File: src/rtl/rl_ram_1r1w_arbiter.sv
// rl_ram_1r1w_arbiter
//   Shares one 1R1W RAM (registered read, byte-enabled write) between two
//   requesters. The write port and the read port are each arbitrated with
//   their own round-robin pointer, so one read and one write can be serviced
//   in the same cycle. A read and a write to the same address in the same
//   cycle are serialised: the write goes first, and a repeated collision
//   lets the read through, so neither side can be starved.
//
// Optional build macro: RL_RAM_ARB_CLEAR_EN
//   When defined, reset enters a CLEAR state that zeroes every RAM word
//   (one word per cycle, 2**ABITS cycles) with busy_o high, then goes to RUN.
//   When undefined, busy_o is tied low and the arbiter runs right after reset.
//
// Ports
//   clk_i, rst_i              clock, synchronous active-high reset
//   mX_req_i/we_i/addr_i/     request from requester X (held until gnt)
//   mX_be_i/wdata_i
//   mX_gnt_o                  request accepted this cycle (combinational)
//   mX_rvalid_o/rdata_o       read return, one cycle after the read grant
//   ram_waddr_o/din_o/be_o/   RAM write port, driven from the write winner
//   ram_we_o
//   ram_raddr_o               RAM read address, driven from the read winner
//   ram_dout_i                RAM read data, valid one cycle after raddr
//   busy_o                    arbiter not accepting requests
module rl_ram_1r1w_arbiter #(
  parameter  int ABITS = 10,
  parameter  int DBITS = 32,
  localparam int BBITS = (DBITS + 7) / 8
) (
  input  logic             clk_i,
  input  logic             rst_i,
  input  logic             m0_req_i,
  input  logic             m0_we_i,
  input  logic [ABITS-1:0] m0_addr_i,
  input  logic [BBITS-1:0] m0_be_i,
  input  logic [DBITS-1:0] m0_wdata_i,
  output logic             m0_gnt_o,
  output logic             m0_rvalid_o,
  output logic [DBITS-1:0] m0_rdata_o,
  input  logic             m1_req_i,
  input  logic             m1_we_i,
  input  logic [ABITS-1:0] m1_addr_i,
  input  logic [BBITS-1:0] m1_be_i,
  input  logic [DBITS-1:0] m1_wdata_i,
  output logic             m1_gnt_o,
  output logic             m1_rvalid_o,
  output logic [DBITS-1:0] m1_rdata_o,
  output logic [ABITS-1:0] ram_waddr_o,
  output logic [DBITS-1:0] ram_din_o,
  output logic [BBITS-1:0] ram_be_o,
  output logic             ram_we_o,
  output logic [ABITS-1:0] ram_raddr_o,
  input  logic [DBITS-1:0] ram_dout_i,
  output logic             busy_o
);

  localparam int NREQ = 2;

  logic [NREQ-1:0]            req, we;
  logic [NREQ-1:0][ABITS-1:0] addr;
  logic [NREQ-1:0][BBITS-1:0] be;
  logic [NREQ-1:0][DBITS-1:0] wdata;
  logic [NREQ-1:0]            gnt, rvalid;

  assign req   = {m1_req_i,   m0_req_i};
  assign we    = {m1_we_i,    m0_we_i};
  assign addr  = {m1_addr_i,  m0_addr_i};
  assign be    = {m1_be_i,    m0_be_i};
  assign wdata = {m1_wdata_i, m0_wdata_i};

  logic run;

`ifdef RL_RAM_ARB_CLEAR_EN
  typedef enum logic {ST_CLEAR, ST_RUN} state_t;

  state_t           state;
  logic [ABITS-1:0] clr_cnt;
  logic             busy_q;
  logic             clr_active;

  always_ff @(posedge clk_i) begin
    if (rst_i) begin
      state   <= ST_CLEAR;
      clr_cnt <= '0;
      busy_q  <= 1'b1;
    end else begin
      case (state)
        ST_CLEAR: begin
          clr_cnt <= clr_cnt + ABITS'(1);
          if (clr_cnt == '1) begin
            state  <= ST_RUN;
            busy_q <= 1'b0;
          end
        end
        default: begin
          state  <= ST_RUN;
          busy_q <= 1'b0;
        end
      endcase
    end
  end

  assign busy_o     = busy_q;
  // The clear write in the reset cycle itself is suppressed.
  assign clr_active = (state == ST_CLEAR) && !rst_i;
`else
  assign busy_o = 1'b0;
`endif

  assign run = !rst_i && !busy_o;

  // Round-robin state and read-return tracking.
  logic wr_ptr, rd_ptr, hazard;
  logic rd_pending, rd_owner;

  // Candidates and per-port winners. A requester issues one op per cycle,
  // so the read winner and write winner are always different requesters.
  logic [NREQ-1:0] wc, rc;
  logic            w_any, r_any, w_sel, r_sel;
  logic            conflict, w_go, r_go;

  assign wc    = req &  we & {NREQ{run}};
  assign rc    = req & ~we & {NREQ{run}};
  assign w_any = |wc;
  assign r_any = |rc;
  assign w_sel = (&wc) ? wr_ptr : wc[1];
  assign r_sel = (&rc) ? rd_ptr : rc[1];

  // Same-address collision: write wins unless the previous cycle already
  // stalled a read on a collision, in which case the read wins.
  assign conflict = w_any && r_any && (addr[w_sel] == addr[r_sel]);
  assign w_go     = w_any && !(conflict &&  hazard);
  assign r_go     = r_any && !(conflict && !hazard);

  always_comb begin
    gnt = '0;
    if (w_go) gnt[w_sel] = 1'b1;
    if (r_go) gnt[r_sel] = 1'b1;
  end

  always_comb begin
    ram_we_o    = w_go;
    ram_waddr_o = w_go ? addr[w_sel]  : '0;
    ram_din_o   = w_go ? wdata[w_sel] : '0;
    ram_be_o    = w_go ? be[w_sel]    : '0;
    ram_raddr_o = r_go ? addr[r_sel]  : '0;
`ifdef RL_RAM_ARB_CLEAR_EN
    if (clr_active) begin
      ram_we_o    = 1'b1;
      ram_waddr_o = clr_cnt;
      ram_din_o   = '0;
      ram_be_o    = '1;
    end
`endif
  end

  always_ff @(posedge clk_i) begin
    if (rst_i) begin
      wr_ptr     <= 1'b0;
      rd_ptr     <= 1'b0;
      hazard     <= 1'b0;
      rd_pending <= 1'b0;
      rd_owner   <= 1'b0;
    end else begin
      // Pointers move only when an actual contended grant happened.
      if (w_go && (&wc)) wr_ptr <= ~w_sel;
      if (r_go && (&rc)) rd_ptr <= ~r_sel;
      hazard     <= conflict && !r_go;
      rd_pending <= r_go;
      rd_owner   <= r_sel;
    end
  end

  for (genvar i = 0; i < NREQ; i++) begin : g_ret
    assign rvalid[i] = rd_pending && (rd_owner == 1'(i));
  end

  assign m0_gnt_o    = gnt[0];
  assign m1_gnt_o    = gnt[1];
  assign m0_rvalid_o = rvalid[0];
  assign m1_rvalid_o = rvalid[1];
  assign m0_rdata_o  = ram_dout_i;
  assign m1_rdata_o  = ram_dout_i;

endmodule
File: config.mk
export PLATFORM = sky130hd
export DESIGN_NAME = rl_ram_1r1w_arbiter
export DESIGN_NICKNAME = d
export VERILOG_FILES = /design/src/rtl/rl_ram_1r1w_arbiter.sv
export SDC_FILE = /design/constraint.sdc
export NUM_CORES = 1
export LEC_CHECK = 0
export CAP_MARGIN = 10
export CORE_MARGIN = 8
export CORE_UTILIZATION = 29
export DETAILED_ROUTE_END_ITERATION = 12
export PLACE_DENSITY = 0.95
export SETUP_SLACK_MARGIN = 0.2
export SYNTH_ARGS = -nofsm -noshare
export SYNTH_HDL_FRONTEND = slang
export SYNTH_SLANG_ARGS = --single-unit
File: constraint.sdc
create_clock -name clk_i -period 5 [get_ports clk_i]
set_input_delay 1 -clock clk_i [delete_from_list [all_inputs] [get_ports clk_i]]
set_output_delay 1 -clock clk_i [all_outputs]
set_load 0.05 [all_outputs]
==> flow_summary_export.csv, run 1 <==
group,metric,value,unit
run_status,status,"finished, final reports clean",
synth,ys_seq_elements,5,
critical_path,rr_worst_depth,3,
synth,synth-xor-area-share,0.0471,
placement,dp_hpwl,6.85,mm
drt,dr_total_vias,2139,
critical_path,cpMostUsedCell,"buf_4",
drt,wl_per_cell,18.6,um
synth,synth.avg_cell_area,7.99,um2
cells_and_area,diodes,0,
clocking,cts_hold_buf,0,
die,core_area,6790,um2
clocking,root_buffer,"clkbuf_8",
drt,wl_met2,4.17,mm
cells_and_area,regArea,100,um2
timing,worstMarginPinSlew,0.779,ns
critical_path,crit_path_cell_trace,"clkdlybuf4s50_1, xor2_1, nand4_1, nor4_2, buf_4, nor3b_1, buf_4",
synth,synth_cells,256,
clocking,clockBufferDepth,2,
cells_and_area,drive_gt1_frac,0.203,
hold_path,hp-start,"wr_ptr",
clocking,post_cts_buffers,0,
synth,synth_top_area_frac,0.279,
synth,synth-simple-area-share,0.289,
placement,gp_routability_congestion,0.802,
timing,setup_violations,0,
synth,synth_adder_area_share,0,
power,p_per_area,133,nW/um2
synth,netlist_top_cells_area,"mux2i_1, buf_4, nor3b_1",
drt,route.detailed.drc,0,
global_routing,grt_antenna_before_repair,0,
critical_path,crit_fanout,44,
synth,synth-main-ff-cell,"dfxtp_1",
drt,wl_met1,3.04,mm
drt,dr.pass1.iters,4,
global_routing,grt_pass1_vias,2432,
die,die_area,10000,um2
cells_and_area,syn_to_final_growth,54.8,%
drt,wl_met3,813,um
clocking,cts.clk_slew.worst_paths,0.04,ns
timing,final_max_slew_viol_count,0,
synth,yosysTopAreaCell,"mux2i_1",
timing,period_share,0.905,
critical_path,critPathMaxStageDelay,0.62,ns
drt,drtIter0Drc,63,
drt,postRouteWirelength,8.11,mm
clocking,cts.sinks,5,
cells_and_area,design_area,3170,um2
hold_path,hold_path.class,"reg -> reg",
critical_path,criticalPathCategory,"in -> out",
critical_path,path_buf_inv,3,
die,ios,256,
hold_path,min_path_cells,2,
timing,fmax,221,MHz
critical_path,crit_slowest_cell,"clkdlybuf4s50_1",
die,die_y,100,um
clocking,clkLatencyLatePin,0.23,ns
clocking,cts_max_level,1,
critical_path,worstPathRequired,4.00,ns
global_routing,grt_remaining_overflow,0,
critical_path,crit_path_start_kind,"input pin",
global_routing,grt_pass1_wl,12.5,mm
synth,yosysSeqAreaShare,0.0489,
critical_path,cp.arrival,3.52,ns
power,leakage,1.13,nW
synth,synth_area,2050,um2
timing,min_period,4.52,ns
critical_path,r2r_start,"hazard",
global_routing,track_usage,0.154,
timing,rsz0062_at_grt,"no",
flow_run,max_cap_violations,0,
timing,setup_tns,0,ns
drt,ant_nets,0,
cells_and_area,n_fill_cell,679,
synth,ys_warn_count,0,
placement,postPlaceCellArea,3120,um2
critical_path,rrSetupSlack,3.67,ns
clocking,cts_made_buffers,3,
global_routing,grt_max_degree,45,
synth,synth-compound-area-share,0.0379,
timing,slew_headroom,0.481,
die,start_util,0.301,
placement,portBuffers,158,
timing,clock_skew,0.00212,ns
clocking,cts_tree,"built",
drt,dr.max_layer_used,"met4",
die,die_x,100,um
synth,ys_types,29,
clocking,cts_resized,0,
timing,timing_hold_violations_final,0,
synth,syn_nets,386,
power,vdd_drop_max,0.0000548,V
cells_and_area,nets,471,
die,rows,30,
synth,synth_edf_count,0,
drt,viasPerCell,4.91,
critical_path,cp_top_family,"buffers and inverters",
hold_path,whs_endpoint,"wr_ptr",
synth,muxShareOfSynthArea,0.279,
cells_and_area,multi_input_area,1370,um2
synth,synth_top_family_by_area,"buffers and inverters",
critical_path,rr_endpoint,"rd_pending",
critical_path,cp-end-kind,"output pin",
synth,synthArstFlopShare,0,
report_power, final:
part | internal [mW] | switching, mW | total (mW) | leakage, nW
Clock | 0.0549 | 0.0223 | 0.0772 | 0.0228
Combinational | 0.140 | 0.161 | 0.301 | 1.06
Sequential | 0.0415 | 0.000721 | 0.0422 | 0.0408
Total | 0.237 | 0.184 | 0.421 | 1.13
cells in the mapped netlist (2+ instances only):
master,number
buf_4,69
mux2i_1,57
nor3b_1,57
xnor2_1,10
buf_2,7
clkbuf_1,6
a21oi_1,5
dfxtp_1,5
nand4_1,5
o21ai_0,4
nand2_1,3
nor2b_1,3
nor4_1,3
and3b_1,2
buf_6,2
inv_1,2
nand2b_1,2
nor3_1,2
or3_1,2
stage by stage:
stage / hold WS, ns / power (mW) / worst slack [ns] / instances / utilization
after floorplan: 0.467 / 0.341 / 0.968 / 256 / -
after global placement: 0.481 / 0.340 / 0.574 / 432 / 0.459
after detailed placement: 0.492 / 0.346 / 0.484 / 432 / 0.459
after CTS: 0.500 / 0.425 / 0.465 / 436 / 0.466
after global routing: 0.534 / 0.440 / 0.252 / 436 / 0.466
final: 0.502 / 0.421 / 0.477 / 436 / 0.466
area by class of cell:
cell class                      count  share of cell area
Multi-Input combinational cell    165               0.432
Tap cell                           96              0.0379
Timing Repair Buffer              164               0.482
Inverter                            2             0.00237
Sequential cell                     5              0.0316
Clock buffer                        4              0.0142
placed cells by master (no fill, tap or decap), drive strengths merged, types with 2 or more instances in the layout:
master / instances
o21ai: 4
nor2b: 3
or3: 2
nor4: 3
nand4: 5
nor3: 3
and3b: 2
clkbuf: 4
mux2i: 57
inv: 2
xnor2: 10
buf: 61
clkdlybuf4s50: 103
a21oi: 5
dfxtp: 5
nor3b: 57
nand2: 3
nand2b: 2
worst reg2reg max path, delay by kind of cell (launching register included):
kind,cells,cell delay (ns)
AND/OR/NAND/NOR,2,0.60
buffers and inverters,1,0.27
flip-flops,1,0.34
cells by family (layout without fill, tap and decap cells):
| group | count (synthesis) | after routing |
|---|---|---|
| buf+inv | 86 | 170 |
| simple gates | 84 | 84 |
| mux | 57 | 57 |
| compound gates | 12 | 12 |
| xor+xnor | 11 | 11 |
| flops | 5 | 5 |
| other cells | 1 | 1 |
metal layers:
| layer | GRT usage | up-vias |
|---|---|---|
| li1 | - | 1009 |
| met4 | 0.0453 | 0 |
| met5 | 0 | - |
| met1 | 0.154 | 999 |
| met3 | 0.0664 | 19 |
| met2 | 0.281 | 112 |
sequential cells by signal (all words and copies together) (netlist names):
name	flops
rd_pending	1
hazard	1
rd_owner	1
rd_ptr	1
wr_ptr	1
worst max path at each step:
stage	startpoint	to	slack, ns	cells past startpoint
floorplan	rst_i	ram_be_o[0]	0.97	7
global placement	m1_we_i	ram_waddr_o[1]	0.57	6
detailed placement	rst_i	ram_din_o[27]	0.48	7
CTS	rst_i	ram_din_o[27]	0.47	7
global route	rst_i	ram_din_o[27]	0.25	7
finish	m0_we_i	ram_din_o[27]	0.48	7
(Power assumes the default switching activity.)
==> inputs of run 2 (changes only) <==
--- a/config.mk
+++ b/config.mk
@@ -5,10 +5,12 @@
 export SDC_FILE = /design/constraint.sdc
 export NUM_CORES = 1
 export LEC_CHECK = 0
+export ABC_CLOCK_PERIOD_IN_PS = 5000
 export CAP_MARGIN = 10
 export CORE_MARGIN = 8
 export CORE_UTILIZATION = 29
 export DETAILED_ROUTE_END_ITERATION = 12
+export GPL_ROUTABILITY_DRIVEN = 0
 export PLACE_DENSITY = 0.95
 export SETUP_SLACK_MARGIN = 0.2
 export SYNTH_ARGS = -nofsm -noshare
==> results of run 2 <==
Final layout, timing and power as in run 1 (identical DEF).
